--- src/rtl/mem_xfer_pkg.sv ---
// mem_xfer_pkg: shared size codes, sequencer states and alignment check
package mem_xfer_pkg;
  typedef enum logic [1:0] {SZ_BYTE = 2'b00, SZ_HALF = 2'b01, SZ_WORD = 2'b10, SZ_RSVD = 2'b11} size_t;
  typedef enum logic [2:0] {S_IDLE, S_CHECK, S_ACCESS, S_DONE, S_FAIL} state_t;
  function automatic logic misaligned(size_t s, logic [1:0] off);
    return s == SZ_RSVD || (s == SZ_HALF && off[0]) || (s == SZ_WORD && off != 2'b00);
  endfunction
endpackage

--- src/rtl/mem_lane_unit.sv ---
// mem_lane_unit: byte-lane enables, write replication and read extension
module mem_lane_unit
  import mem_xfer_pkg::*;
#(
  parameter int DATA_W = 32
) (
  input  size_t               size,
  input  logic [1:0]          off,
  input  logic [DATA_W-1:0]   mdr,
  input  logic [DATA_W-1:0]   rdata,
  input  logic                sext,
  output logic [DATA_W/8-1:0] be,
  output logic [DATA_W-1:0]   wdata,
  output logic [DATA_W-1:0]   rext
);
  localparam int NB = DATA_W / 8;
  logic [DATA_W-1:0] sh, mask;
  logic neg;
  // lane enables, and read data shifted down then masked and sign/zero filled
  always_comb begin
    be = size == SZ_BYTE ? NB'(1) << off : size == SZ_HALF ? NB'(3) << off : size == SZ_WORD ? NB'(15) : '0;
    sh = rdata >> {off, 3'b000};
    mask = size == SZ_BYTE ? DATA_W'(8'hFF) : size == SZ_HALF ? DATA_W'(16'hFFFF) : DATA_W'(32'hFFFF_FFFF);
    neg = sext & (size == SZ_BYTE ? sh[7] : size == SZ_HALF ? sh[15] : sh[31]);
    rext = (sh & mask) | (neg ? ~mask : '0);
  end
  for (genvar k = 0; k < NB; k++) begin : g_lane
    assign wdata[8*k+:8] = size == SZ_BYTE ? mdr[7:0] : size == SZ_HALF ? mdr[8*(k%2)+:8] : mdr[8*k+:8];
  end
endmodule

--- src/rtl/mem_xfer_regs.sv ---
// mem_xfer_regs: MAR/MDR pair with a single-transfer memory sequencer
module mem_xfer_regs
  import mem_xfer_pkg::*;
#(
  parameter int ADDR_W  = 8,
  parameter int DATA_W  = 32,
  parameter int TIMEOUT = 15
) (
  input  logic                clk,
  input  logic                rst_n,
  input  logic                mar_ld,
  input  logic [ADDR_W-1:0]   mar_d,
  input  logic                mdr_ld,
  input  logic [DATA_W-1:0]   mdr_d,
  input  logic                mfa,
  input  logic                rw,
  input  logic [1:0]          size,
  input  logic                sext,
  output logic [ADDR_W-1:0]   mar_q,
  output logic [DATA_W-1:0]   mdr_q,
  output logic                busy,
  output logic                moc,
  output logic                err,
  output logic                err_to,
  output logic                mem_en,
  output logic                mem_rw,
  output logic [ADDR_W-1:0]   mem_addr,
  output logic [DATA_W/8-1:0] mem_be,
  output logic [DATA_W-1:0]   mem_wdata,
  input  logic [DATA_W-1:0]   mem_rdata,
  input  logic                mem_moc
);
  localparam int NB = DATA_W / 8;
  localparam int CW = $clog2(TIMEOUT + 1);
  state_t state, nxt;
  size_t size_q;
  logic rw_q, sext_q, timeout, idle;
  logic [CW-1:0] cnt;
  logic [NB-1:0] be;
  logic [DATA_W-1:0] rext;
  mem_lane_unit #(.DATA_W(DATA_W)) u_lane (
    .size(size_q), .off(mar_q[1:0]), .mdr(mdr_q), .rdata(mem_rdata), .sext(sext_q),
    .be(be), .wdata(mem_wdata), .rext(rext)
  );
  assign idle     = state == S_IDLE;
  assign timeout  = cnt == CW'(TIMEOUT - 1);
  assign mem_rw   = rw_q;
  assign mem_addr = mar_q & ~ADDR_W'(NB - 1);
  assign mem_be   = mem_en ? be : '0;
  // next state and state-decoded strobes
  always_comb begin
    nxt = state;
    busy = !idle;
    mem_en = state == S_ACCESS;
    moc = state == S_DONE;
    err = state == S_FAIL;
    case (state)
      S_IDLE:   nxt = mfa ? S_CHECK : S_IDLE;
      S_CHECK:  nxt = misaligned(size_q, mar_q[1:0]) ? S_FAIL : S_ACCESS;
      S_ACCESS: nxt = mem_moc ? S_DONE : timeout ? S_FAIL : S_ACCESS;
      default:  nxt = S_IDLE;
    endcase
  end
  // state register
  always_ff @(posedge clk or negedge rst_n)
    if (!rst_n) state <= S_IDLE;
    else state <= nxt;
  // address/data registers, latched request, abort cause and access timer
  always_ff @(posedge clk or negedge rst_n) begin
    if (!rst_n) begin
      mar_q <= '0;
      mdr_q <= '0;
      size_q <= SZ_BYTE;
      rw_q <= 1'b0;
      sext_q <= 1'b0;
      err_to <= 1'b0;
      cnt <= '0;
    end else begin
      if (idle && mar_ld) mar_q <= mar_d;
      if (idle && mdr_ld) mdr_q <= mdr_d;
      else if (mem_en && mem_moc && rw_q) mdr_q <= rext;
      if (idle && mfa) begin
        size_q <= size_t'(size);
        rw_q <= rw;
        sext_q <= sext;
        err_to <= 1'b0;
      end else if (mem_en && !mem_moc && timeout) err_to <= 1'b1;
      cnt <= mem_en ? cnt + 1'b1 : '0;
    end
  end
endmodule

--- config.mk ---
export PLATFORM = sky130hd
export DESIGN_NAME = mem_xfer_regs
export DESIGN_NICKNAME = d
export VERILOG_FILES = /design/src/rtl/mem_xfer_pkg.sv /design/src/rtl/mem_lane_unit.sv /design/src/rtl/mem_xfer_regs.sv
export SDC_FILE = /design/constraint.sdc
export NUM_CORES = 1
export LEC_CHECK = 0
export BUFFER_PORTS_ARGS = -buffer_cell sky130_fd_sc_hd__buf_4
export CORE_UTILIZATION = 43
export DETAILED_ROUTE_END_ITERATION = 8
export PLACE_DENSITY_LB_ADDON = 0.15
export SLEW_MARGIN = 20
export SYNTH_ARGS = -nofsm -noshare
export SYNTH_HDL_FRONTEND = slang
export SYNTH_HIERARCHICAL = 1
export SYNTH_SLANG_ARGS = --single-unit
--- constraint.sdc ---
create_clock -name clk -period 2 [get_ports clk]
set_input_delay 0.2 -clock clk [delete_from_list [all_inputs] [get_ports clk]]
set_output_delay 0.2 -clock clk [all_outputs]
set_load 0.01 [all_outputs]
==> summary.md <==
| Metric | Value |
|---|---|
| Clk slew on worst S/H paths | 0.10 ns |
| Pin count of the biggest net entering global routing | 53 |
| Max_cap viols | 0 |
| Setup crit start kind | flop |
| # DRC | 0 |
| Register area share after synthesis | 34.22% |
| Ratio of cells with drive above 1 in the final layout | 62.15% |
| Cts bufs inserted | 5 |
| Die X | 96.04 um |
| Synth unique cells | 42 |
| Setup violators final | 17 |
| Initial antenna violation count | 0 |
| Dpl ws | -0.04146 ns |
| Core area | 8382 um2 |
| Syn avg cell area | 10.50 um2 |
| Top Layer Used | met4 |
| Met3 routed WL | 802 um |
| Most frequent cells in the layout | 194 x buf_4, 79 x mux2_2, 48 x dfrtp_1 |
| Ranking of synthesized cells by area | dfrtp_1 34%, mux2_2 28%, mux2i_1 5.0%, buf_4 3.2%, buf_6 3.0% |
| Global-route wire length before repair | 17.40 mm |
| Gp weighted congestion | 0.8830 |
| Initial core utilization | 45.36% |
| Biggest area consumer among synthesized cells | dfrtp_1 |
| Fmax | 463.3 MHz |
| Period utilization | 107.9% |
| Placed insts | 618 |
| Root Buffer | clkbuf_8 |
| RSZ-0062 raised after global routing | true |
| H-Tree Level Count | 2 |
| Crit. End Element | flop |
| Post-synth ARST share | 100.0% |
| Relative slew margins | 54.87% |
| PD cells | 1754 nW/um2 |
| Maximum fanout along the worst path | 7 |
| Clock Latency Late Sink | 0.31 ns |
| Diode count | 0 |
| Power, Total | 9.548 mW |
| Most common cell after layout, fill and taps aside | buf_4 |
| Delay of the slowest critical-path stage | 0.44 ns |
| Hold_ws | 0.1005 ns |
| Area grow syn2layout | 43.14% |
| Worst path most repeated cell | mux2_4 |
| Peak VDD IR | 0.0008492 V |
| Critical path's slowest cell | dfrtp_2 |
| Vias | 3357 |
| Main flop type after synthesis | dfrtp_1 |
| Routed wire length | 11.60 mm |
| Total clock sinks | 52 |
| Vias in the first global route | 3331 |
| Hpwl dp | 8.610 mm |
| Critical Path RT | 2.19 ns |
| Layout Cells excl Fill | 636 |
| Pleak | 2.650 nW |
| Status | finished, violations left |
| CP cell instances | mux2_4, or3_1, o211ai_2, buf_4, clkbuf_16, o21ai_2, mux2_4, mux2_2 |
| Setup ws final | -0.1585 ns |
| Routed len/inst | 18.24 um |
| CTS tree | done |
| Final net count | 618 |
| Post-layout util | 64.94% |
| Post-Syn Instances | 362 |
| Rows | 33 |
| Die Ht | 96.04 um |
| #FFs+latches synth | 52 |
| Failing checks | negative setup slack |
| Pre-antenna DRT Iters | 4 |
| Final Hold Viols | 0 |
| Total GRT Usage | 25.08% |
| Post-Syn Area | 3802 um2 |
| M1 WL | 5.103 mm |
| Synth warnings | 6 |
| Crit Path Class | flop to flop |
| IO Pins | 172 |
| Detail Route Antenna Nets | 0 |
| Max clock buf depth | 2 |
| EDFF count, synth | 0 |
| Slew @ Worst Pin | 0.6769 ns |
| Max-slew violations | 0 |
| Initial DRC count | 125 |
| Routed wl met2 | 5.535 mm |
| Worst EP arrival | 2.35 ns |
| # port buffers | 169 |
| Hold crit path type | primary input to flop |
| Vias per Instance | 5.278 |
| Die ar. | 9223 um2 |
| Worst Skew | 0.01166 ns |
| Grt total ovfl | 0 |
| Min cycle time layout | 2.159 ns |
| Share of the synthesized area in the top cell type | 34.22% |
worst max-delay path, delay by kind of cell (launching register included):
family	cells	cell delay, ns
buffers and inverters	2	0.31
AND/OR/NAND/NOR	1	0.33
multiplexers	3	0.83
AO/OA/AOI/OAI	2	0.14
flip-flops	1	0.44
cell usage after synthesis (3+ instances only):
master,number
a211oi_1,7
a21oi_1,13
a221oi_1,7
and2_1,6
buf_2,7
buf_4,16
buf_6,10
clkbuf_1,6
dfrtp_1,52
ha_1,6
inv_1,7
mux2_1,6
mux2_2,93
mux2i_1,19
nand2_1,29
nand2b_1,3
nand3_1,3
nor2_1,19
nor2b_1,9
o21ai_0,17
or3b_2,3
sequential cells by signal (all words and copies together) (netlist names):
name    cells
size_q      2
mem_rw      1
state       3
err_to      1
mar_q       8
cnt         4
mdr_q      32
sext_q      1
power breakdown:
part / switching (mW) / internal (mW) / total (mW)
Clock: 0.364 / 0.281 / 0.645
Combinational: 3.00 / 3.81 / 6.82
Sequential: 0.548 / 1.54 / 2.09
Total: 3.91 / 5.63 / 9.55
routing by layer:
layer	global-route usage, %	vias to the layer above
li1	-	1605
met5	0	-
met1	34.80	1622
met4	5.597	0
met2	40.96	119
met3	4.028	11
layout make-up:
cell class	count	area (um2)
Clock buffer	6	82.58
Tap cell	105	131.4
Clock inverter	2	15.01
Sequential cell	52	1306
Timing Repair Buffer	202	1585
Multi-Input combinational cell	262	2293
Fill cell	727	2939
Inverter	7	28.78
through the flow:
stage	setup TNS, ns	instance area [um2]
2_1_floorplan	-1.986	3811
3_3_place_gp	-0.007709	5126
3_5_place_dp	-0.2979	5126
4_1_cts	-0.4195	5295
5_1_grt	-3.831	5443
6_report	-2.015	5443
kinds of logic after synthesis:
| kind of cell | synth area share [%] |
|---|---|
| buf+inv | 8.654 |
| compound gates | 8.983 |
| mux | 34.71 |
| flops | 34.22 |
| fa+ha+maj | 1.974 |
| simple gates | 10.89 |
| xor+xnor | 0.4608 |
| other cells | 0.09862 |
path summary, 6_finish.rpt:
path / startpoint / to / slack (ns) / cells past startpoint
setup / recovery: mar_q[0]$_DFFE_PN0P_ / mdr_q[16]$_DFFE_PN0P_ / -0.16 / 8
hold / removal: mem_moc / state[0]$_DFF_PN0_ / 0.10 / 2
setup reg to reg: mar_q[0]$_DFFE_PN0P_ / mdr_q[16]$_DFFE_PN0P_ / -0.16 / 8
hold reg to reg: cnt[0]$_DFF_PN0_ / cnt[0]$_DFF_PN0_ / 0.49 / 1
max in group asynchronous: rst_n / mar_q[0]$_DFFE_PN0P_ / 1.05 / 2
min in group asynchronous: rst_n / mar_q[6]$_DFFE_PN0P_ / 0.47 / 2
what timing repair did:
action / in CTS / in global routing
endpoints found under the setup margin: 32 / 35
cloned: 0 / 1
resized for setup: 22 / 19
setup buffers: 1 / 7
hold buffers: 1 / 0
endpoints found under the hold margin: 52 / 0
pin swaps: 0 / 1
No activity file was read; power rests on OpenSTA's default activity.
